$ cat src/rtl/ps2_keys_pkg.sv
// Set-2 scancode constants, decoder state encoding, event record and ASCII map
// shared by the PS/2 key event queue.
package ps2_keys_pkg;

    localparam logic [7:0] SC_E0 = 8'hE0, SC_E1 = 8'hE1, SC_F0 = 8'hF0;
    localparam logic [7:0] SC_AA = 8'hAA, SC_FA = 8'hFA, SC_EE = 8'hEE, SC_FE = 8'hFE;
    localparam logic [7:0] SC_OVR_LO = 8'h00, SC_OVR_HI = 8'hFF;

    localparam logic [7:0] SC_A = 8'h1C, SC_B = 8'h32, SC_C = 8'h21, SC_D = 8'h23;
    localparam logic [7:0] SC_E = 8'h24, SC_F = 8'h2B, SC_G = 8'h34, SC_H = 8'h33;
    localparam logic [7:0] SC_I = 8'h43, SC_J = 8'h3B, SC_K = 8'h42, SC_L = 8'h4B;
    localparam logic [7:0] SC_M = 8'h3A, SC_N = 8'h31, SC_O = 8'h44, SC_P = 8'h4D;
    localparam logic [7:0] SC_Q = 8'h15, SC_R = 8'h2D, SC_S = 8'h1B, SC_T = 8'h2C;
    localparam logic [7:0] SC_U = 8'h3C, SC_V = 8'h2A, SC_W = 8'h1D, SC_X = 8'h22;
    localparam logic [7:0] SC_Y = 8'h35, SC_Z = 8'h1A;
    localparam logic [7:0] SC_0 = 8'h45, SC_1 = 8'h16, SC_2 = 8'h1E, SC_3 = 8'h26;
    localparam logic [7:0] SC_4 = 8'h25, SC_5 = 8'h2E, SC_6 = 8'h36, SC_7 = 8'h3D;
    localparam logic [7:0] SC_8 = 8'h3E, SC_9 = 8'h46;
    localparam logic [7:0] SC_SPACE = 8'h29, SC_ENTER = 8'h5A, SC_ESC = 8'h76;
    localparam logic [7:0] SC_UP = 8'h75, SC_LEFT = 8'h6B, SC_DOWN = 8'h72, SC_RIGHT = 8'h74;

    localparam int EV_W = 19;

    typedef enum logic [2:0] {
        ST_IDLE,
        ST_EXT,
        ST_BRK,
        ST_EXT_BRK,
        ST_PAUSE_SKIP
    } dec_state_t;

    typedef struct packed {
        logic       mapped;
        logic       rel;
        logic       ext;
        logic [7:0] scan;
        logic [7:0] ascii;
    } key_event_t;

    // Returns {mapped, ascii}; unmapped codes give 9'h000.
    function automatic logic [8:0] map_ascii(input logic [7:0] scan, input logic ext);
        logic [8:0] r;
        r = 9'h000;
        if (ext) begin
            case (scan)
                SC_UP:    r = {1'b1, 8'h57};
                SC_LEFT:  r = {1'b1, 8'h41};
                SC_DOWN:  r = {1'b1, 8'h53};
                SC_RIGHT: r = {1'b1, 8'h44};
                default:  r = 9'h000;
            endcase
        end else begin
            case (scan)
                SC_A: r = {1'b1, 8'h41};  SC_B: r = {1'b1, 8'h42};  SC_C: r = {1'b1, 8'h43};
                SC_D: r = {1'b1, 8'h44};  SC_E: r = {1'b1, 8'h45};  SC_F: r = {1'b1, 8'h46};
                SC_G: r = {1'b1, 8'h47};  SC_H: r = {1'b1, 8'h48};  SC_I: r = {1'b1, 8'h49};
                SC_J: r = {1'b1, 8'h4A};  SC_K: r = {1'b1, 8'h4B};  SC_L: r = {1'b1, 8'h4C};
                SC_M: r = {1'b1, 8'h4D};  SC_N: r = {1'b1, 8'h4E};  SC_O: r = {1'b1, 8'h4F};
                SC_P: r = {1'b1, 8'h50};  SC_Q: r = {1'b1, 8'h51};  SC_R: r = {1'b1, 8'h52};
                SC_S: r = {1'b1, 8'h53};  SC_T: r = {1'b1, 8'h54};  SC_U: r = {1'b1, 8'h55};
                SC_V: r = {1'b1, 8'h56};  SC_W: r = {1'b1, 8'h57};  SC_X: r = {1'b1, 8'h58};
                SC_Y: r = {1'b1, 8'h59};  SC_Z: r = {1'b1, 8'h5A};
                SC_0: r = {1'b1, 8'h30};  SC_1: r = {1'b1, 8'h31};  SC_2: r = {1'b1, 8'h32};
                SC_3: r = {1'b1, 8'h33};  SC_4: r = {1'b1, 8'h34};  SC_5: r = {1'b1, 8'h35};
                SC_6: r = {1'b1, 8'h36};  SC_7: r = {1'b1, 8'h37};  SC_8: r = {1'b1, 8'h38};
                SC_9: r = {1'b1, 8'h39};
                SC_SPACE: r = {1'b1, 8'h20};
                SC_ENTER: r = {1'b1, 8'hFF};
                SC_ESC:   r = {1'b1, 8'h01};
                default:  r = 9'h000;
            endcase
        end
        return r;
    endfunction

endpackage

$ cat src/rtl/ps2_event_fifo.sv
// Generic first-word-fall-through synchronous FIFO; a push into a full FIFO is
// accepted only when a pop happens in the same cycle.
module ps2_event_fifo #(
    parameter int WIDTH = 19,
    parameter int DEPTH = 8
) (
    input  logic                     clk,
    input  logic                     reset,
    input  logic                     push,
    input  logic [WIDTH-1:0]         wdata,
    input  logic                     pop,
    output logic [WIDTH-1:0]         rdata,
    output logic                     full,
    output logic                     empty,
    output logic [$clog2(DEPTH):0]   count
);
    localparam int AW = $clog2(DEPTH);

    logic [WIDTH-1:0] mem_q [DEPTH];
    logic [AW-1:0]    wr_q, wr_d, rd_q, rd_d;
    logic [AW:0]      cnt_q, cnt_d;
    logic             push_ok, pop_ok;

    assign full    = (cnt_q == (AW+1)'(DEPTH));
    assign empty   = (cnt_q == '0);
    assign pop_ok  = pop && !empty;
    assign push_ok = push && (!full || pop_ok);
    assign count   = cnt_q;
    // Head is forced to zero when empty so the outputs never show stale data.
    assign rdata   = empty ? '0 : mem_q[rd_q];

    always_comb begin
        wr_d  = wr_q;
        rd_d  = rd_q;
        cnt_d = cnt_q;
        if (push_ok) wr_d = wr_q + AW'(1);
        if (pop_ok)  rd_d = rd_q + AW'(1);
        case ({push_ok, pop_ok})
            2'b10:   cnt_d = cnt_q + (AW+1)'(1);
            2'b01:   cnt_d = cnt_q - (AW+1)'(1);
            default: cnt_d = cnt_q;
        endcase
    end

    always_ff @(posedge clk or negedge reset) begin
        if (!reset) begin
            wr_q  <= '0;
            rd_q  <= '0;
            cnt_q <= '0;
        end else begin
            wr_q  <= wr_d;
            rd_q  <= rd_d;
            cnt_q <= cnt_d;
        end
    end

    always_ff @(posedge clk) begin
        if (push_ok) mem_q[wr_q] <= wdata;
    end

endmodule

$ cat src/rtl/ps2_key_event_queue.sv
// PS/2 set-2 scancode decoder that turns the byte stream into make/break key
// events, tracks the held key and queues events behind a valid/ready FIFO.
//   state         | meaning
//   ST_IDLE       | waiting for a code or prefix
//   ST_EXT        | E0 seen
//   ST_BRK        | F0 seen
//   ST_EXT_BRK    | E0 F0 seen
//   ST_PAUSE_SKIP | swallowing the rest of the E1 pause sequence
module ps2_key_event_queue
    import ps2_keys_pkg::*;
#(
    parameter int FIFO_DEPTH     = 8,
    parameter bit REPORT_RELEASE = 1'b1,
    parameter bit TYPEMATIC_FILT = 1'b1,
    parameter bit EMIT_UNMAPPED  = 1'b0
) (
    input  logic                          clk,
    input  logic                          reset,
    input  logic [7:0]                    rx_data,
    input  logic                          rx_valid,
    input  logic                          ev_ready,
    output logic                          ev_valid,
    output logic [7:0]                    ev_ascii,
    output logic [7:0]                    ev_scan,
    output logic                          ev_extended,
    output logic                          ev_release,
    output logic                          ev_mapped,
    output logic [$clog2(FIFO_DEPTH):0]   ev_count,
    output logic                          overflow,
    input  logic                          overflow_clr,
    output logic                          held_valid,
    output logic [7:0]                    held_ascii
);
    dec_state_t state_q, state_d;
    logic [2:0] cnt_q, cnt_d;
    logic       held_valid_q, held_valid_d, held_ext_q, held_ext_d;
    logic [7:0] held_scan_q, held_scan_d, held_ascii_q, held_ascii_d;
    logic       overflow_q, overflow_d;

    logic       is_ev, ev_rel, ev_ext, held_match, ev_push;
    logic [8:0] map;
    key_event_t ev_in, ev_head;
    logic       fifo_full, fifo_empty, fifo_pop;

    always_comb begin
        state_d      = state_q;
        cnt_d        = cnt_q;
        held_valid_d = held_valid_q;
        held_ext_d   = held_ext_q;
        held_scan_d  = held_scan_q;
        held_ascii_d = held_ascii_q;
        is_ev        = 1'b0;
        ev_rel       = 1'b0;
        ev_ext       = 1'b0;
        ev_push      = 1'b0;
        if (rx_valid) begin
            if (rx_data == SC_OVR_LO || rx_data == SC_OVR_HI) begin
                state_d = ST_IDLE;
                cnt_d   = '0;
            end else begin
                case (state_q)
                    ST_IDLE: begin
                        case (rx_data)
                            SC_E0: state_d = ST_EXT;
                            SC_F0: state_d = ST_BRK;
                            SC_E1: begin
                                state_d = ST_PAUSE_SKIP;
                                cnt_d   = 3'd7;
                            end
                            SC_AA, SC_FA, SC_EE, SC_FE: state_d = ST_IDLE;
                            default: is_ev = 1'b1;
                        endcase
                    end
                    ST_EXT: begin
                        if (rx_data == SC_F0) begin
                            state_d = ST_EXT_BRK;
                        end else begin
                            is_ev   = 1'b1;
                            ev_ext  = 1'b1;
                            state_d = ST_IDLE;
                        end
                    end
                    ST_BRK: begin
                        is_ev   = 1'b1;
                        ev_rel  = 1'b1;
                        state_d = ST_IDLE;
                    end
                    ST_EXT_BRK: begin
                        is_ev   = 1'b1;
                        ev_rel  = 1'b1;
                        ev_ext  = 1'b1;
                        state_d = ST_IDLE;
                    end
                    ST_PAUSE_SKIP: begin
                        if (cnt_q == 3'd1) begin
                            state_d = ST_IDLE;
                            cnt_d   = '0;
                        end else begin
                            cnt_d = cnt_q - 3'd1;
                        end
                    end
                    default: state_d = ST_IDLE;
                endcase
            end
        end

        map        = map_ascii(rx_data, ev_ext);
        held_match = held_valid_q && (held_scan_q == rx_data) && (held_ext_q == ev_ext);
        if (is_ev) begin
            if (ev_rel) begin
                if (held_match) held_valid_d = 1'b0;
                ev_push = REPORT_RELEASE && (map[8] || EMIT_UNMAPPED);
            end else begin
                ev_push      = !(TYPEMATIC_FILT && held_match) && (map[8] || EMIT_UNMAPPED);
                held_valid_d = 1'b1;
                held_scan_d  = rx_data;
                held_ext_d   = ev_ext;
                held_ascii_d = map[7:0];
            end
        end
        ev_in = '{mapped: map[8], rel: ev_rel, ext: ev_ext, scan: rx_data, ascii: map[7:0]};

        // Set takes priority over a same-cycle clear.
        overflow_d = overflow_q && !overflow_clr;
        if (ev_push && fifo_full && !fifo_pop) overflow_d = 1'b1;
    end

    always_ff @(posedge clk or negedge reset) begin
        if (!reset) begin
            state_q      <= ST_IDLE;
            cnt_q        <= '0;
            held_valid_q <= 1'b0;
            held_ext_q   <= 1'b0;
            held_scan_q  <= '0;
            held_ascii_q <= '0;
            overflow_q   <= 1'b0;
        end else begin
            state_q      <= state_d;
            cnt_q        <= cnt_d;
            held_valid_q <= held_valid_d;
            held_ext_q   <= held_ext_d;
            held_scan_q  <= held_scan_d;
            held_ascii_q <= held_ascii_d;
            overflow_q   <= overflow_d;
        end
    end

    assign fifo_pop = ev_valid && ev_ready;

    ps2_event_fifo #(.WIDTH(EV_W), .DEPTH(FIFO_DEPTH)) u_fifo (
        .clk   (clk),
        .reset (reset),
        .push  (ev_push),
        .wdata (ev_in),
        .pop   (fifo_pop),
        .rdata (ev_head),
        .full  (fifo_full),
        .empty (fifo_empty),
        .count (ev_count)
    );

    assign ev_valid    = !fifo_empty;
    assign ev_ascii    = ev_head.ascii;
    assign ev_scan     = ev_head.scan;
    assign ev_extended = ev_head.ext;
    assign ev_release  = ev_head.rel;
    assign ev_mapped   = ev_head.mapped;
    assign overflow    = overflow_q;
    assign held_valid  = held_valid_q;
    assign held_ascii  = held_ascii_q;

endmodule

$ cat config.mk
export PLATFORM = sky130hd
export DESIGN_NAME = ps2_key_event_queue
export DESIGN_NICKNAME = d
export VERILOG_FILES = /design/src/rtl/ps2_keys_pkg.sv /design/src/rtl/ps2_event_fifo.sv /design/src/rtl/ps2_key_event_queue.sv
export SDC_FILE = /design/constraint.sdc
export NUM_CORES = 1
export LEC_CHECK = 0
export CAP_MARGIN = 30
export CORE_ASPECT_RATIO = 0.75
export CORE_MARGIN = 2
export CORE_UTILIZATION = 54
export CTS_CLUSTER_SIZE = 20
export DETAILED_ROUTE_END_ITERATION = 12
export PLACE_DENSITY = 0.77
export SETUP_SLACK_MARGIN = 0.02
export SLEW_MARGIN = 20
export SYNTH_ARGS = -nofsm -noshare
export SYNTH_HDL_FRONTEND = slang
export SYNTH_SLANG_ARGS = --single-unit
$ cat constraint.sdc
create_clock -name clk -period 4.4 [get_ports clk]
set_input_delay 0.88 -clock clk [delete_from_list [all_inputs] [get_ports clk]]
set_output_delay 0.88 -clock clk [all_outputs]
set_load 0.005 [all_outputs]
* After elaboration in Yosys (flattened, before gate mapping) *
Memory sizes are Yosys's and may differ from the RTL's.
Cells that the tools add are included.

word-level totals
  register bits = 35
  memory bits (writable) = 152
  bits in read-only memories = 1152
  bits of input ports = 13
  word-level logic and storage cells = 104
  memories kept = 2

operators by class
  add/subtract/negate cells = 5
  eq/ne operators = 26
  mux-type cells = 32
  bitwise gates (word level) = 1
  reduce and logical (&&, ||, !) cells = 28

memories
  name             depth  width  read ports  clocked after memory_dff  wr ports  line                  text
  (no name shown)  128    9      1           0                         0         ps2_keys_pkg.sv:53    case (scan)
  u_fifo.mem_q     8      19     1           0                         1         ps2_event_fifo.sv:19  logic [WIDTH-1:0] mem_q [DEPTH];

operators by type and width
  cell                                                                   number
  8-bit equality test, second input constant                             8
  9-bit case mux with 4 select lines                                     1
  8-bit by 7-bit equality test with 1-bit output, second input constant  4
  19-bit 2-to-1 mux                                                      1
  9-bit 2-to-1 mux                                                       2
  1-bit 2-to-1 mux                                                       16
  3-bit 2-to-1 mux                                                       5
  3-bit case mux with 4 select lines                                     1
  1-bit logical AND                                                      9
  3-bit case mux with 3 select lines                                     1
  8-bit equality test                                                    1
  8-bit zero test                                                        1
  4-bit case mux with 2 select lines                                     1
  7-bit OR reduction                                                     1
  3-bit by 1-bit adder with 3-bit output, second input constant          2
  3-bit by 1-bit equality test with 1-bit output, second input constant  2
  3-bit by 2-bit equality test with 1-bit output, second input constant  2
  6-bit by 3-bit != test with 1-bit output, second input constant        1
  3-bit case mux with 2 select lines                                     1
  3-bit AND reduction                                                    2
  1-bit zero test                                                        5
  4-bit by 1-bit adder with 4-bit output, second input constant          1
  4-bit equality test, second input constant                             1
  4-bit zero test                                                        1
  other kinds (20)                                                       22

* Longest topological paths before layout *
Gate-level depths: netlist of the first run.

  depth after elaboration = 14
  mapped depth = 19
  depth with buffers taken out = 16

* Cells and area by module *
A second synthesis of the first run with hierarchy kept.

second synthesis, totals
  cell total of the unflattened synthesis = 619
  area, all modules = 8963.6 µm²

by module, submodules not included
  module               times used  cells each  area an instance (µm²)  sequential area each (µm²)
  ps2_event_fifo       1           305         6402.4                  4814.6
  ps2_key_event_queue  1           314         2561.2                  625.6

* Worst setup path after synthesis of the first run *
No wires, ideal clock.

  path type = input-to-reg
  start = input port rx_data[1]
  end = memory u_fifo.mem_q[2][0], enable pin
  library setup time = 0.444 ns
  arrival = 5.132 ns
  data required time = 3.956 ns
  slack = -1.176 ns
  stages = 13
  cell sequence = clkbuf_1 inv_1 ha_1 or3b_1 or2_1 buf_6 o211ai_4 inv_6 o21ai_4 o211ai_2 or3b_4 buf_6 nor4_1

between the ends
  word-level cells in the longest chain between the ends = 14

RTL lines
  element                                     line                        text
  start, declared                             ps2_key_event_queue.sv:19   input logic [7:0] rx_data,
  8-bit equality test                         ps2_key_event_queue.sv:75   if (rx_data == SC_F0) begin
  1-bit 2-to-1 mux                            ps2_key_event_queue.sv:75
  1-bit case mux with 2 select lines          ps2_key_event_queue.sv:61   case (state_q)
  1-bit 2-to-1 mux (*)                        ps2_key_event_queue.sv:57   if (rx_data == SC_OVR_LO || rx_data == SC_OVR_HI) begin
  1-bit 2-to-1 mux (*)                        ps2_key_event_queue.sv:56   if (rx_valid) begin
  via ev_ext                                  ps2_key_event_queue.sv:40   logic is_ev, ev_rel, ev_ext, held_match, ev_push;
  1-bit equality test                         ps2_key_event_queue.sv:108  held_match = held_valid_q && (held_scan_q == rx_data) && (held_ext_q == ev_ext);
  1-bit logical AND                           ps2_key_event_queue.sv:108
  1-bit zero test                             ps2_key_event_queue.sv:114  ev_push = !(TYPEMATIC_FILT && held_match) && (map[8] || EMIT_UNMAPPED);
  1-bit logical AND                           ps2_key_event_queue.sv:114
  1-bit 2-to-1 mux (*)                        ps2_key_event_queue.sv:110  if (ev_rel) begin
  1-bit 2-to-1 mux (*)                        ps2_key_event_queue.sv:109  if (is_ev) begin
  1-bit logical AND (*)                       ps2_event_fifo.sv:27        assign push_ok = push && (!full || pop_ok);
  1-bit 2-to-1 mux (*)                        ps2_event_fifo.sv:58        if (push_ok) mem_q[wr_q] <= wdata;
  1-bit 2-to-1 mux (implied by the code) (*)  ps2_event_fifo.sv:58
  end, declared                               ps2_event_fifo.sv:19

Mark *: on every way through the listed nets, which the timed path passes. The rest lies on a longest branch.

* Worst setup path in the final report of the first run *
  start = input port rx_data[0]
  end = register u_fifo.cnt_q[3] (netlist: u_fifo.count[3])

between the ends
  word-level cells in the longest chain between the ends = 14

RTL lines
  element                                                                                       line                        text
  parallel branches: the longest is 10 deep, another holds memory read 128 x 9 bit              n/a
  1-bit 2-to-1 mux (*)                                                                          ps2_key_event_queue.sv:109
  1-bit logical AND (*)                                                                         ps2_event_fifo.sv:27
  2-bit by 1-bit equality test with 1-bit output / 2-bit equality test (equally long branches)  ps2_event_fifo.sv:38        case ({push_ok, pop_ok})
  4-bit case mux with 2 select lines / 2-bit nonzero test (equally long branches)               n/a
  end signal, assigned                                                                          ps2_event_fifo.sv:53        cnt_q <= cnt_d;
  end, declared                                                                                 ps2_event_fifo.sv:21        logic [AW:0] cnt_q, cnt_d;

Every way passes the cells marked *.
A chain may end at the register's enable or synchronous reset.

==> key figures, run 1 <==
STA
  • Final TNS setup: 0 ns
  • Final hold violations: 0
  • Fin crit period: 4.131 ns
  • Rel. slew slack: 34.87%
  • Final Cycle Share: 93.89%
  • RSZ-0062 raised after global routing: false
  • Final Setup Violations: 0
  • Final slew viol count: 0
  • Worst Skew: 0.01898 ns
  • Fmax: 0.2421 GHz
  • Worst-Margin Slew: 0.9770 ns

Synth
  • Distinct cells, synth: 59
  • Ys Warns: 0
  • Most frequent cell after synthesis: edfxtp_1
  • Mapped Area: 8720 µm²
  • Post-synthesis cell count: 601
  • Syn Nets: 629
  • Sequential-to-total area share from yosys stat: 62.39%
  • Count of flip-flops with a built-in enable after synthesis: 152
  • Syn_area_per_cell: 14.51 µm²
  • Synth cell count leaders: edfxtp_1 (152), nor2_1 (41), mux4_2 (39), nand2_1 (39), dfrtp_1 (35)
  • Synth top area cells: edfxtp_1 (52%), mux4_2 (10%), dfrtp_1 (10%), mux2i_1 (2.5%), ha_1 (2.0%)
  • Synth top area share: 52.35%
  • Async S/R FF share, synth: 18.72%
  • Dominant synthesized flop cell: edfxtp_1
  • #FFs+latches synth: 187
  • Cell taking the most area after synthesis: edfxtp_1

Route
  • Total Wirelength: 21110 µm
  • Drt pass-1 iters: 5
  • Drt wl/cell: 22.80 µm
  • Routed vias: 5690
  • Vias per cell: 6.145
  • Post-route DRC: 0
  • Final ANT Viol Nets: 0
  • Initial DRC Count: 577

Floorplanning
  • Die Y-Extent: 114.1 µm
  • Row cnt: 40
  • Starting Density: 54.79%
  • DIE WIDTH: 150.7 µm
  • Die Area: 17190 µm²
  • Core area: 15920 µm²
  • I/O pin cnt: 47

Placed design
  • Count of input and output buffers: 46
  • RD Place Congestion: 0.8809
  • DP Cell Count: 893
  • HPWL after DPL: 13710 µm

GRT
  • Initial antenna violation count: 0
  • Total grt overflow: 0
  • Global Route Usage Sum: 26.21%
  • Global-route wire length before repair: 32730 µm
  • Pin count of the biggest net entering global routing: 56
  • Vias in the first global route: 5627

Finish
  • Synth-to-Final Area Change: 22.37%
  • Non-filler cells, final: 926
  • # diodes: 0
  • Nets: 731
  • Fraction of layout cells with a size suffix above 1: 25.56%

Clocking
  • Worst-Skew Late Latency: 0.44 ns
  • Post_cts resized: 0
  • Hold_buf cts: 0
  • Post-CTS setup repair buffer count: 0
  • CTS tree: built
  • Clock transition at the registers of the reported paths: 0.08 ns
  • Clock tree buffer depth: 2
  • CTS H-tree lvls: 4
  • # clock sinks: 187
  • Root buf cell: clkbuf_16
  • TritonCTS Buffers: 17

Pwr
  • Leakage: 3.878 nW
  • Power Density: 526.8 nW/µm²
  • Peak supply drop: 0.0004254 V

Min path
  • HP Class: reg -> reg

Setup path
  • Worst setup EP type: flop
  • WS Path Type: in -> reg
  • CP required: 4.73 ns
  • Crit path max fanout: 3
  • Largest stage delay on the critical path: 0.44 ns
  • Crit path arrival time: 4.46 ns
  • Worst path cell trace: clkdlybuf4s50_1, inv_1, ha_4, or3b_4, or2_1, and4b_1, a211oi_1, o211ai_2, or3b_4, ha_1, ha_1, a21o_1, a21oi_2, xnor2_1, nor2_1, xor2_1
  • Critical-path top delay cell: clkdlybuf4s50_1
  • Critical Path Source Type: input port

Outcome
  • Status: finished, final reports clean

Job
  • # Max-Cap Violations: 0
[layout make-up]
type                       instances  area (µm²)
clock inverter                    15       197.7
sequential                       187        5441
clock buffer                      17       425.4
fill                            1092        5245
inverter                          16       65.06
multi-input combinational        360        3139
timing repair buffer             121        1139
tap                              210       262.8
[final timing paths]
kind	from	end	slack, ns	depth (start not counted)
setup / recovery	rx_data[0]	u_fifo.count[3]	0.27	16
hold / removal	cnt_q[1]	cnt_q[1]	0.51	1
setup reg to reg	state_q[2]	u_fifo.count[3]	1.25	14
hold reg to reg	cnt_q[1]	cnt_q[1]	0.51	1
max in group asynchronous	reset	u_fifo.rd_q[0]	3.34	1
min in group asynchronous	reset	cnt_q[0]	0.52	1
[metrics by stage]
stage | area [µm²] | hold slack (ns) | power [mW] | utilization [%] | setup WS (ns)
detailed placement | 10040 | 0.4930 | 4.054 | 63.08 | -0.1655
floorplan | 8790 | 0.4689 | 3.258 | - | -0.2699
global route | 10670 | 0.5230 | 5.879 | 67.04 | 0.1514
finish | 10670 | 0.5105 | 5.621 | 67.04 | 0.2689
CTS | 10660 | 0.5097 | 5.664 | 67.00 | 0.2833
global placement | 10040 | 0.4887 | 3.998 | 63.08 | -0.05609
[where the power goes]
part	switching (mW)	total, mW	internal, mW
logic	0.772	1.77	1.00
clock network	0.727	1.60	0.872
registers	0.211	2.25	2.04
[layout by cell type, fill, tap and decap left out, types with 4 or more instances in the layout]
cell type | synthesis | routed
edfxtp_1 | 152 | 152
buf_4 | 0 | 64
clkdlybuf4s50_1 | 0 | 44
nor2_1 | 41 | 41
nand2_1 | 39 | 39
mux4_2 | 39 | 39
dfrtp_1 | 35 | 34
a21oi_1 | 28 | 27
o21ai_0 | 24 | 24
mux2i_1 | 22 | 22
clkbuf_16 | 0 | 17
mux2_2 | 15 | 15
inv_1 | 15 | 14
ha_1 | 14 | 13
xor2_1 | 12 | 12
nand2b_1 | 11 | 11
nor3_1 | 14 | 10
buf_12 | 0 | 10
nor2b_1 | 8 | 8
nand3_1 | 7 | 7
o31ai_1 | 7 | 7
inv_6 | 1 | 6
xnor2_1 | 6 | 6
a211oi_1 | 6 | 6
nand4_1 | 5 | 5
a31oi_1 | 5 | 5
and3_1 | 4 | 4
nor3_2 | 0 | 4
inv_8 | 0 | 4
[cell families (layout without fill, tap and decap cells)]
kind of cell             count (synthesis)  in the layout  synth area share [%]
AND/OR/NAND/NOR                        153            153                 8.868
XOR/XNOR                                18             18                 1.808
AO/OA/AOI/OAI                           98             98                 7.490
flip-flops                             187            187                 62.39
buffers and inverters                   54            169                 2.669
adder cells (fa/ha/maj)                 15             15                 2.239
multiplexers                            76             76                 14.54
[sequential cells by signal, summed over array words and instances (netlist names)]
signal,flops
state_q,3
u_fifo.wr_q,3
held_ext_q,1
u_fifo.count,4
held_scan_q,8
u_fifo.rd_q,3
held_valid,1
held_ascii,8
overflow,1
cnt_q,3
u_fifo.mem_q,152
[metal layers]
| layer | part of all wire [%] | global-route usage, % | vias up | wire [µm] |
|---|---|---|---|---|
| met4 | 0.98 | 6.542 | 0 | 206 |
| li1 | - | - | 2528 | - |
| met3 | 8.6 | 5.657 | 15 | 1825 |
| met2 | 46 | 39.21 | 271 | 9788 |
| met1 | 44 | 39.81 | 2876 | 9290 |
| met5 | 0 | 0 | - | 0 |
[worst max-delay path: cells and delay by family]
kind                     cells  cell delay (ns)
AND/OR/NAND/NOR              5             1.30
buffers and inverters        2             0.57
adder cells (fa/ha/maj)      3             0.62
XOR/XNOR                     2             0.27
AO/OA/AOI/OAI                4             0.80
Note: power is estimated with default switching activity, not from simulation.
==> inputs of run 2 (changes only) <==
--- a/config.mk
+++ b/config.mk
@@ -7,11 +7,10 @@
 export LEC_CHECK = 0
 export CAP_MARGIN = 30
 export CORE_ASPECT_RATIO = 0.75
-export CORE_MARGIN = 2
 export CORE_UTILIZATION = 54
 export CTS_CLUSTER_SIZE = 20
 export DETAILED_ROUTE_END_ITERATION = 12
-export PLACE_DENSITY = 0.77
+export PLACE_DENSITY = 0.87
 export SETUP_SLACK_MARGIN = 0.02
 export SLEW_MARGIN = 20
 export SYNTH_ARGS = -nofsm -noshare
==> run 2 against run 1 <==
Worst setup slack got worse by 0.0020 ns; hold slack got worse by 0.0048 ns; global-route usage up 0.59 points; cell count is 0.97% lower; clock power shrank 8%; non-clock buffer count is 3 lower; fmax is essentially flat; total power down 2.5%; sequential power fell by 2%; clock skew is 0.0050 ns lower; flip-flop and latch count did not move.
==> key figures, run 2 (synthesis gave the netlist of run 1 again) <==
STA
  • RSZ-0062 raised after global routing: false (unchanged)
  • Final Setup Violations: 0 (unchanged)
  • Worst Skew: 0.01400 ns (was 0.01898 ns)
  • Fmax: 0.2419 GHz (was 0.2421 GHz)
  • Final WS setup: 0.2669 ns (was 0.2689 ns)
  • Final Cycle Share: 93.94% (was 93.89%)
  • Worst-Margin Slew: 0.8244 ns (was 0.9770 ns)
  • Rel. slew slack: 45.04% (was 34.87%)
  • Final slew viol count: 0 (unchanged)
  • Fin crit period: 4.133 ns (was 4.131 ns)
  • Final hold violations: 0 (unchanged)

Floorplanning
  • Starting Density: 56.19% (was 54.79%)
  • Row cnt: 39 (was 40)
  • Core area: 15520 µm² (was 15920 µm²)
  • Die Area: 16670 µm² (was 17190 µm²)
  • I/O pin cnt: 47 (unchanged)
  • DIE WIDTH: 148.7 µm (was 150.7 µm)
  • Die Y-Extent: 112.1 µm (was 114.1 µm)

Pwr
  • Peak supply drop: 0.0003613 V (was 0.0004254 V)
  • Final Power: 5.480 mW (was 5.621 mW)
  • Power Density: 518.8 nW/µm² (was 526.8 nW/µm²)
  • Leakage: 3.835 nW (was 3.878 nW)

Finish
  • Finished Cell Area: 10560 µm² (was 10670 µm²)
  • Max reg flops: 152 (unchanged)
  • Synth-to-Final Area Change: 21.14% (was 22.37%)
  • Largest register by flop count: u_fifo.mem_q (unchanged)
  • Commonest non-fill, non-tap cell in the layout: edfxtp_1 (unchanged)
  • Finished Core Util: 68.07% (was 67.04%)
  • Most frequent cells in the layout: edfxtp_1 (152), buf_4 (61), clkdlybuf4s50_1 (44) (was edfxtp_1 (152), buf_4 (64), clkdlybuf4s50_1 (44))
  • # diodes: 0 (unchanged)
  • Non-filler cells, final: 917 (was 926)
  • Fraction of layout cells with a size suffix above 1: 24.58% (was 25.56%)
  • Nets: 728 (was 731)

Clocking
  • Post-CTS setup repair buffer count: 0 (unchanged)
  • CTS H-tree lvls: 4 (unchanged)
  • CTS tree: built (unchanged)
  • Post_cts resized: 0 (unchanged)
  • Worst-Skew Late Latency: 0.43 ns (was 0.44 ns)
  • Clock transition at the registers of the reported paths: 0.07 ns (was 0.08 ns)
  • Clock tree buffer depth: 2 (unchanged)
  • TritonCTS Buffers: 17 (unchanged)
  • # clock sinks: 187 (unchanged)
  • Hold_buf cts: 0 (unchanged)
  • Root buf cell: clkbuf_16 (unchanged)

Route
  • Post-route DRC: 0 (unchanged)
  • Vias per cell: 6.230 (was 6.145)
  • Initial DRC Count: 729 (was 577)
  • Total Wirelength: 20690 µm (was 21110 µm)
  • Routed vias: 5713 (was 5690)
  • Drt wl/cell: 22.57 µm (was 22.80 µm)
  • Final ANT Viol Nets: 0 (unchanged)
  • Drt pass-1 iters: 6 (was 5)

GRT
  • Global-route wire length before repair: 32660 µm (was 32730 µm)
  • Global Route Usage Sum: 26.79% (was 26.21%)
  • Pin count of the biggest net entering global routing: 41 (was 56)
  • Vias in the first global route: 5813 (was 5627)
  • Initial antenna violation count: 0 (unchanged)
  • Total grt overflow: 0 (unchanged)

Setup path
  • Crit path max fanout: 3 (unchanged)
  • WS Path Type: in -> reg (unchanged)
  • Critical Path Source Type: input port (unchanged)
  • Worst setup EP type: flop (unchanged)
  • Crit path arrival time: 4.44 ns (was 4.46 ns)
  • CP required: 4.71 ns (was 4.73 ns)

Placed design
  • Placement Cell Area: 9996 µm² (was 10040 µm²)
  • DP Cell Count: 885 (was 893)
  • RD Place Congestion: 0.9223 (was 0.8809)
  • Count of input and output buffers: 46 (unchanged)
  • HPWL after DPL: 13230 µm (was 13710 µm)
  • Pre-CTS setup slack: -0.1509 ns (was -0.1655 ns)

Job
  • # Max-Cap Violations: 0 (unchanged)

Min path
  • HP Class: reg -> reg (unchanged)

Outcome
  • Status: finished, final reports clean (unchanged)
[run 2: changes by cell type in the layout (fill, tap and decap cells not counted), moves of 2 or more]
cell | previous run | this run
buf_4 | 64 | 61
clkbuf_1 | 0 | 2
clkbuf_2 | 0 | 2
clkinv_8 | 2 | 0
inv_6 | 6 | 4
clkinv_1 | 0 | 2
[run 2: critical path, stage by stage]
cell	delay (ns)
clkdlybuf4s50_1	0.44
inv_1	0.14
ha_4	0.15
or3b_4	0.37
or2_1	0.27
buf_4	0.16
o211ai_4	0.24
inv_6	0.05
o21ai_4	0.06
o211ai_2	0.12
or3b_4	0.42
ha_1	0.21
ha_1	0.29
a21o_1	0.19
a21oi_2	0.14
xnor2_1	0.12
nor2_1	0.06
xor2_1	0.14
[run 2: area by class of cell]
type	count	area, µm²
clock buffers	19	432.9
clock inverters	12	128.9
fillers	1041	4955
inverters	16	65.06
multi-input cells	360	3139
flip-flops and latches	187	5441
well taps	205	256.5
repair buffers	118	1099
[run 2: per-stage QoR]
stage / hold WS [ns] / setup TNS [ns]
6_report: 0.5057 / 0
4_1_cts: 0.5100 / 0
3_3_place_gp: 0.4650 / -0.06594
3_5_place_dp: 0.4797 / -0.2015
5_1_grt: 0.5223 / 0
2_1_floorplan: 0.4689 / -10.26
[run 2: worst paths after layout]
check / start / to / slack [ns] / cells after the start
min in group asynchronous: reset / held_ascii[1] / 0.54 / 1
max: rx_data[0] / u_fifo.count[3] / 0.27 / 18
min reg2reg: u_fifo.rd_q[2] / u_fifo.rd_q[2] / 0.51 / 1
min: u_fifo.rd_q[2] / u_fifo.rd_q[2] / 0.51 / 1
max in group asynchronous: reset / u_fifo.rd_q[0] / 3.27 / 1
max reg2reg: state_q[2] / u_fifo.count[3] / 1.33 / 14
[run 2: routing by layer]
layer / track usage (%) / up-vias / share of wire [%]
met5: 0 / - / 0
met2: 42.87 / 314 / 49
met3: 5.610 / 32 / 7.6
met1: 37.60 / 2843 / 42
li1: - / 2524 / -
met4: 7.551 / 0 / 1.2
[run 2: power breakdown]
group	leakage [nW]	switching (mW)	internal (mW)
registers	1.82	0.176	2.04
clock network	0.277	0.685	0.799
logic	1.73	0.796	0.985
total	3.83	1.66	3.82
